## src/rtl/dma_packer_pkg.sv

```systemverilog
// dma_packer shared constants and bundle types.
// The PCIe DMA writer uses the same beat, burst and address geometry.
package dma_packer_pkg;

  localparam int DMA_BEAT_W      = 128;
  localparam int DMA_BURST_BYTES = 128;
  localparam int DMA_AW          = 23;
  localparam int DMA_BURST_SH    = 7;
  localparam int DMA_WORD_W      = 32;
  localparam int DMA_LANES       = DMA_BEAT_W / DMA_WORD_W;

  typedef struct packed {
    logic                  last;
    logic [DMA_BEAT_W-1:0] data;
  } dma_beat_t;

endpackage

```

## src/rtl/dma_lane_packer.sv

```systemverilog
// 32-to-128 lane assembler: fills lanes low to high, flushes on frame end.
// beat_v/beat describe the beat completed by the current cycle's inputs.
module dma_lane_packer
  import dma_packer_pkg::*;
(
  input  logic                  c,
  input  logic                  rst_n,
  input  logic                  clr,
  input  logic                  acc,
  input  logic                  flush,
  input  logic [DMA_WORD_W-1:0] word,
  output logic                  beat_v,
  output dma_beat_t             beat
);

  logic [1:0]            lane;
  logic [1:0]            lane_eff;
  logic [DMA_BEAT_W-1:0] acc_q;
  logic [DMA_BEAT_W-1:0] acc_eff;
  logic [DMA_BEAT_W-1:0] merged;

  // Frame start discards any partial beat before the word lands.
  always_comb begin
    lane_eff = clr ? '0 : lane;
    acc_eff  = clr ? '0 : acc_q;
    merged   = acc_eff;
    if (acc) merged[{lane_eff, 5'b0} +: DMA_WORD_W] = word;
    beat_v    = (acc && lane_eff == 2'(DMA_LANES - 1)) || flush;
    beat.last = flush;
    beat.data = merged;
  end

  // Clearing after each beat gives zero upper lanes on a flush.
  always_ff @(posedge c or negedge rst_n) begin
    if (!rst_n) begin
      lane  <= '0;
      acc_q <= '0;
    end else if (beat_v) begin
      lane  <= '0;
      acc_q <= '0;
    end else begin
      lane  <= acc ? lane_eff + 2'd1 : lane_eff;
      acc_q <= merged;
    end
  end

endmodule

```

## src/rtl/dma_packer.sv

```systemverilog
// Packs 32-bit camera words into 128-bit beats and bursts for the DMA writer.
// Holds burst counter, address generator, drop counter and frame control.
module dma_packer
  import dma_packer_pkg::*;
#(
  parameter int BURST_BEATS = 8,
  parameter int AW          = DMA_AW
) (
  input  logic                  c,
  input  logic                  rst_n,
  input  logic [DMA_WORD_W-1:0] pd,
  input  logic                  pdv,
  input  logic                  pfs,
  input  logic                  pfe,
  input  logic [AW-1:0]         buf_base,
  input  logic [15:0]           buf_bursts,
  output logic [DMA_BEAT_W-1:0] d,
  output logic                  dv,
  output logic                  de,
  output logic [AW-1:0]         daddr,
  input  logic                  ready,
  output logic                  frame_done,
  output logic [15:0]           drop_cnt,
  output logic                  wrapped
);

  logic          ready_q;
  logic          fs;
  logic          fe;
  logic          acc;
  logic [AW-1:0] base_q;
  logic [AW-1:0] base_eff;
  logic [15:0]   bursts_q;
  logic [15:0]   bursts_eff;
  logic [15:0]   off;
  logic [15:0]   off_eff;
  logic [4:0]    beat_cnt;
  logic [4:0]    beat_eff;
  logic          beat_v;
  dma_beat_t     beat;
  logic          last;
  logic          wrap_now;
  logic          wrap_evt;
  logic [AW-1:0] addr_n;
  logic [DMA_BURST_SH+15:0] off_bytes;

  // Frame control acts even when the word itself is dropped.
  assign fs  = pdv & pfs;
  assign fe  = pdv & pfe;
  assign acc = pdv & ready_q;

  dma_lane_packer u_lane (
    .c      (c),
    .rst_n  (rst_n),
    .clr    (fs),
    .acc    (acc),
    .flush  (fe),
    .word   (pd),
    .beat_v (beat_v),
    .beat   (beat)
  );

  always_comb begin
    base_eff   = fs ? buf_base : base_q;
    bursts_eff = fs ? buf_bursts : bursts_q;
    off_eff    = fs ? '0 : off;
    beat_eff   = fs ? '0 : beat_cnt;
    off_bytes  = {off_eff, {DMA_BURST_SH{1'b0}}};
    addr_n     = base_eff + AW'(off_bytes);
    last       = beat_v &
                 (beat.last | (beat_eff == 5'(BURST_BEATS - 1)));
    wrap_now   = last & (off_eff == bursts_eff);
  end

  always_ff @(posedge c or negedge rst_n) begin
    if (!rst_n) begin
      ready_q  <= 1'b0;
      base_q   <= '0;
      bursts_q <= '0;
      off      <= '0;
      beat_cnt <= '0;
      wrap_evt <= 1'b0;
    end else begin
      ready_q  <= ready;
      wrap_evt <= wrap_now;
      if (fs) begin
        base_q   <= buf_base;
        bursts_q <= buf_bursts;
      end
      if (last) beat_cnt <= '0;
      else if (beat_v) beat_cnt <= beat_eff + 5'd1;
      else beat_cnt <= beat_eff;
      if (last) off <= wrap_now ? '0 : off_eff + 16'd1;
      else off <= off_eff;
    end
  end

  always_ff @(posedge c or negedge rst_n) begin
    if (!rst_n) begin
      d          <= '0;
      dv         <= 1'b0;
      de         <= 1'b0;
      daddr      <= '0;
      frame_done <= 1'b0;
    end else begin
      dv         <= beat_v;
      de         <= last;
      frame_done <= beat_v & beat.last;
      if (beat_v) begin
        d     <= beat.data;
        daddr <= addr_n;
      end
    end
  end

  // wrapped trails the wrapping de by one cycle; frame start wins.
  always_ff @(posedge c or negedge rst_n) begin
    if (!rst_n) begin
      drop_cnt <= '0;
      wrapped  <= 1'b0;
    end else begin
      if (pdv && !ready_q && !(&drop_cnt)) drop_cnt <= drop_cnt + 16'd1;
      if (fs) wrapped <= 1'b0;
      else if (wrap_evt) wrapped <= 1'b1;
    end
  end

endmodule
```

## config.mk

```make
export PLATFORM = sky130hd
export DESIGN_NAME = dma_packer
export DESIGN_NICKNAME = d
export VERILOG_FILES = /design/src/rtl/dma_packer_pkg.sv /design/src/rtl/dma_lane_packer.sv /design/src/rtl/dma_packer.sv
export SDC_FILE = /design/constraint.sdc
export NUM_CORES = 1
export LEC_CHECK = 0
export ABC_AREA = 1
export BUFFER_PORTS_ARGS = -buffer_cell sky130_fd_sc_hd__buf_2
export CORE_MARGIN = 1.5
export CORE_UTILIZATION = 36
export CTS_CLUSTER_SIZE = 12
export DETAILED_ROUTE_END_ITERATION = 10
export PLACE_DENSITY = 0.56
export SLEW_MARGIN = 20
export SYNTH_ARGS = -nofsm -noshare
export SYNTH_HDL_FRONTEND = slang
export SYNTH_SLANG_ARGS = --single-unit
export TNS_END_PERCENT = 5
```

## constraint.sdc

```tcl
create_clock -name c -period 2.9 [get_ports c]
set_input_delay 0.145 -clock c [delete_from_list [all_inputs] [get_ports c]]
set_output_delay 0.145 -clock c [all_outputs]
set_load 0.01 [all_outputs]
```

Word-level counts from Yosys, hierarchy flattened
Index checks and enable logic that the tools add are counted.
{ "totals": {"register_bits": 363, "in_bits": 77, "output_inout_bits": 171, "elab_cells": 58} }
{ "op_classes": {"addsub": 6, "n_eq_ne": 3, "shift": 2, "mux": 17, "bitwise": 7, "reduce_logical": 8} }
{ "op_table": {"columns": ["operator", "n"], "rows": [
  ["128-bit two-way mux", 3],
  ["128-bit bitwise mux", 1],
  ["32-bit by 9-bit variable shift with 128-bit output (first input constant)", 1],
  ["32-bit by 9-bit variable part select with 128-bit output", 1],
  ["16-bit two-way mux", 4],
  ["16-bit by 1-bit adder with 16-bit output (second input constant)", 2],
  ["23-bit adder", 1],
  ["23-bit two-way mux", 1],
  ["16-bit equality test", 1],
  ["16-bit AND reduction", 1],
  ["5-bit two-way mux", 3],
  ["7-bit negation with 9-bit output", 1],
  ["1-bit bitwise AND", 6],
  ["2-bit two-way mux", 3],
  ["5-bit by 1-bit adder with 5-bit output (second input constant)", 1],
  ["5-bit by 3-bit equality test with 1-bit output (second input constant)", 1],
  ["1-bit logical AND", 3],
  ["2-bit by 1-bit adder with 2-bit output (second input constant)", 1],
  ["2-bit equality test (second input constant)", 1],
  ["1-bit logical NOT", 2],
  ["1-bit two-way mux", 2],
  ["2-bit nonzero test", 1],
  ["1-bit logical OR", 1],
  ["1-bit bitwise OR", 1]
]} }

Depth between registers and ports, before layout
{ "logic_depth": {"ltp_word": 9, "ltp_mapped": 21, "ltp_nobuf": 17} }

Hierarchy
From an unflattened synthesis, not the netlist that was laid out.
{ "unflattened": {"cells_unflattened": 2322, "hier_area_um2": 17687.0} }
{ "by_module_without_submodules": {"columns": ["mod", "n_inst", "cells_per_inst", "area_per_inst_um2", "seq_area_each_um2"], "rows": [
  ["dma_packer", 1, 1340, 10543.9, 5830.6],
  ["dma_lane_packer", 1, 982, 7143.1, 3253.1]
]} }

Worst setup path before layout
OpenSTA, ideal clock, no wires.
{ "synth_path": {"path_type": "in2reg", "startpoint": "in pfs", "endpoint": "reg d[2]", "setup_ps": 83, "arrival_time_ps": 2445, "required_time_ps": 2817, "slack_ps": 373, "cell_stages": 14, "n_path_buf": 5, "path_cell_list": "nand2_1 -> buf_4 -> buf_6 -> nand2_2 -> buf_2 -> buf_1 -> ha_1 -> inv_1 -> nor2_1 -> nand3_1 -> buf_2 -> o32ai_1 -> inv_1 -> o21ai_0"} }
{ "synth_via": {"elab_chain_cells": 6, "word_cells_on_any_way": 11, "cone_classes": "1 x add/sub; 1 x eq/ne; 2 x shift; 4 x mux; 1 x bitwise; 2 x reduce/logical"} }
{ "synth_rtl": {"columns": ["item", "line", "text"], "rows": [
  ["start, declared", "dma_packer.sv:13", "input logic pfs,"],
  ["1-bit bitwise AND (*)", "dma_packer.sv:48", "assign fs = pdv & pfs;"],
  ["2-bit two-way mux", "dma_lane_packer.sv:24", "lane_eff = clr ? '0 : lane;"],
  ["7-bit negation with 9-bit output", "dma_lane_packer.sv:27", "if (acc) merged[{lane_eff, 5'b0} +: DMA_WORD_W] = word;"],
  ["32-bit by 9-bit variable part select with 128-bit output / 32-bit by 9-bit variable shift with 128-bit output (equally long branches)", "dma_lane_packer.sv:27", null],
  ["128-bit bitwise mux", "dma_lane_packer.sv:27", null],
  ["128-bit two-way mux", "dma_lane_packer.sv:27", null],
  ["end signal, assigned", "dma_packer.sv:110", "d <= beat.data;"],
  ["end, declared", "dma_packer.sv:17", "output logic [DMA_BEAT_W-1:0] d,"]
]} }
Every way passes the cells marked *; elsewhere a longest branch is shown, timed or not.
A chain may end at the register's enable or synchronous reset.

Worst setup path in the final report
{ "layout_path": {"startpoint": "reg u_lane.lane[0]", "endpoint": "reg off[7]"} }
{ "layout_via": {"elab_chain_cells": 8} }
{ "layout_rtl": {"columns": ["item", "line", "text"], "rows": [
  ["start, declared", "dma_lane_packer.sv:16", "logic [1:0] lane;"],
  ["start signal, assigned", "dma_lane_packer.sv:42", "lane <= acc ? lane_eff + 2'd1 : lane_eff;"],
  ["2-bit two-way mux (*)", "dma_lane_packer.sv:24", null],
  ["2-bit equality test (*)", "dma_lane_packer.sv:28", "beat_v = (acc && lane_eff == 2'(DMA_LANES - 1)) || flush;"],
  ["1-bit logical AND (*)", "dma_lane_packer.sv:28", null],
  ["1-bit logical OR (*)", "dma_lane_packer.sv:28", null],
  ["1-bit bitwise AND (*)", "dma_packer.sv:70", "last = beat_v &"],
  ["1-bit bitwise AND", "dma_packer.sv:72", "wrap_now = last & (off_eff == bursts_eff);"],
  ["16-bit two-way mux", "dma_packer.sv:93", "if (last) off <= wrap_now ? '0 : off_eff + 16'd1;"],
  ["16-bit two-way mux (*)", "dma_packer.sv:93", null],
  ["end signal, assigned", "dma_packer.sv:93", null],
  ["end, declared", "dma_packer.sv:35", "logic [15:0] off;"]
]} }
Marks and branches as above.

==> metrics <==
Final HPWL DP=36100 µm; clock latency on the worst-skew pair=580 ps; clock slew at reported path FFs=60 ps; vias in the first global route=14000; Synth top area share=0.547; Final ANT Viol Nets=0; nets=2316; die height=218 µm; largest net degree at the start of global routing=178; Worst Hold Class=in2reg; part of the cycle the worst path needs=0.819; largest area contributor in the netlist=dfrtp_1; antenna violations before repair=1; maximum fanout along the worst path=26; startpoint types=flip-flop; port buffer count=247; routed via count=14600; RSZ-0062 raised after global routing=false; Synth area leaders=dfrtp_1 55%, nand2_1 13%, nor2_1 4.8%; total gr overflow=0; PostCTS Resize Cnt=0; Clock Skews=22.5 ps; Setup TNS Final=0 ps; DR WL/cell=18.8 µm; Peak VDD IR=458 µV; Mapped Avg Cell Area=8.42 µm²; # setup viols final=0; fraction of registers with async set/reset=1.00; relative slew slack=0.370; CTS Buffer Depth=3; Starting Density=0.366; EDFF count, synth=0; clk sinks=363; final hold vios=0; Yosys cell types=37; DR pass1 iterations=5; first-pass GRT wire length=83200 µm; status=complete, no violations; vias per cell=5.10; Mapped Area=0.0166 mm²; power after layout=12.7 mW; H-tree levels=2; Cells after Synth=1971; commonest non-fill, non-tap cell in the layout=nand2_1; highest clock rate=421 MHz; post-place instance area=0.0185 mm²; Yosys Warn Count=0; GRT Total Usage=0.228; Worst EP arrival=2840 ps; Placeable Area=0.0454 mm²; post-cts hold buffer count=46; drc violations=0; top_reg_cell synth=dfrtp_1; GP Congestion=0.923; Critical Path RT=3360 ps; Final Util=0.451; area of the die=0.0474 mm²; kind of critical path=reg2reg; 1st-iter DRT viols=1051; minimum clock period=2380 ps; Worst Reg-to-Reg Cells=14; LEAKAGE=10.8 nW; row count=78; CTS Root Cell=clkbuf_16; Pwr per Cell Area=621 mW/mm²; Area Overhead vs Synth=23.4%; Seq/Total Area, Yosys=0.547; synthesis-stage register bit count=363; CTS Buf Count=43; fraction of layout cells with a size suffix above 1=0.166; I/O pin count=248; final WL=53800 µm; Post-Syn Nets=2060; TritonCTS clock tree=yes; crit end category=flip-flop; max-slew violations=0; # Max-Cap Violations=0; commonest non-fill, non-tap cells in the layout=561 x nand2_1, 363 x dfrtp_1, 246 x buf_2, 212 x nor2_1, 180 x inv_1; Post-Layout Inst Area=0.0205 mm²; postcts setup bufs=0; Least-Margin Pin Slew=946 ps; Hold Path Depth=3; Die X-Extent=218 µm
[metal layers]
layer  GRT usage  part of all wire  wire, µm
met1       0.306              0.44     23400
met2       0.368              0.47     25500
met3      0.0449             0.061      3270
met4      0.0764             0.030      1590
met5           0                 0         0
[stage by stage]
step | hold WS [ps] | std cells | setup WS [ps]
global route | 53.7 | 2859 | 317
CTS | 18.3 | 2858 | 483
detailed placement | 214 | 2736 | 239
finish | 47.3 | 2859 | 524
global placement | 209 | 2736 | 326
floorplan | -151 | 1971 | 373
[worst paths after layout]
| kind | slack (ps) | to | startpoint |
|---|---|---|---|
| max in group asynchronous | 1880 | d[11] | rst_n |
| min in group asynchronous | 190 | d[119] | rst_n |
| min | 50 | base_q[8] | pfs |
| min reg2reg | 470 | beat_cnt[4] | beat_cnt[4] |
| max reg2reg | 520 | off[7] | u_lane.lane[0] |
| max | 520 | off[7] | u_lane.lane[0] |
[registers in the layout (all words and copies together) (netlist names), named ones only]
signal        flops
u_lane.lane       2
bursts_q         16
beat_cnt          5
de                1
base_q           21
off              16
dv                1
wrap_evt          1
drop_cnt         16
wrapped           1
frame_done        1
u_lane.acc_q    128
ready_q           1
daddr            23
d               128
[critical path, cell delays in order (launching register included)]
cell and delay [ps]:
dfrtp_1 360, nand2_2 80, inv_1 180, ha_1 240, nand2_2 110, nand2_8 90, inv_8 80, nor2_2 110
nand3_1 70, nand2_1 220, buf_12 190, nand3_1 160, nor2_1 160, xor2_1 160, nor2_1 60
[power breakdown]
group	internal [mW]	leakage, nW	total [mW]	switching, mW
sequential	5.30	4.93	5.45	0.152
clock	3.48	0.731	5.71	2.23
combinational	0.466	5.15	1.54	1.08
total	9.25	10.8	12.7	3.46
[cell usage after synthesis (3+ instances only)]
| library cell | count |
|---|---|
| buf_1 | 14 |
| nand4_1 | 17 |
| clkbuf_1 | 66 |
| a32oi_1 | 64 |
| xnor2_1 | 6 |
| o21a_1 | 3 |
| inv_1 | 180 |
| nand2_1 | 563 |
| a31oi_1 | 7 |
| o32ai_1 | 32 |
| buf_4 | 5 |
| ha_1 | 12 |
| dfrtp_1 | 363 |
| nor3_1 | 45 |
| buf_2 | 33 |
| o21ai_0 | 110 |
| nand2_2 | 5 |
| nor2_1 | 213 |
| nor3_2 | 3 |
| inv_2 | 4 |
| xor2_1 | 19 |
| nand3b_1 | 8 |
| o21ai_1 | 27 |
| a21oi_1 | 13 |
| nand3_1 | 112 |
| o31ai_1 | 32 |
[area by class of cell]
| class | instances | area, µm² |
|---|---|---|
| clock buffers | 59 | 1260 |
| fillers | 4549 | 24900 |
| well taps | 600 | 751 |
| flip-flops and latches | 363 | 9080 |
| repair buffers | 331 | 2120 |
| clock inverters | 17 | 236 |
| diodes | 1 | 2.50 |
| inverters | 184 | 698 |
| multi-input cells | 1304 | 6330 |
[kinds of logic after synthesis]
family	Yosys count	synth area share
simple gates	973	0.240
flops	363	0.547
buf+inv	304	0.0733
compound gates	294	0.117
xor+xnor	25	0.0132
fa+ha+maj	12	0.00905
(Power assumes the default switching activity.)
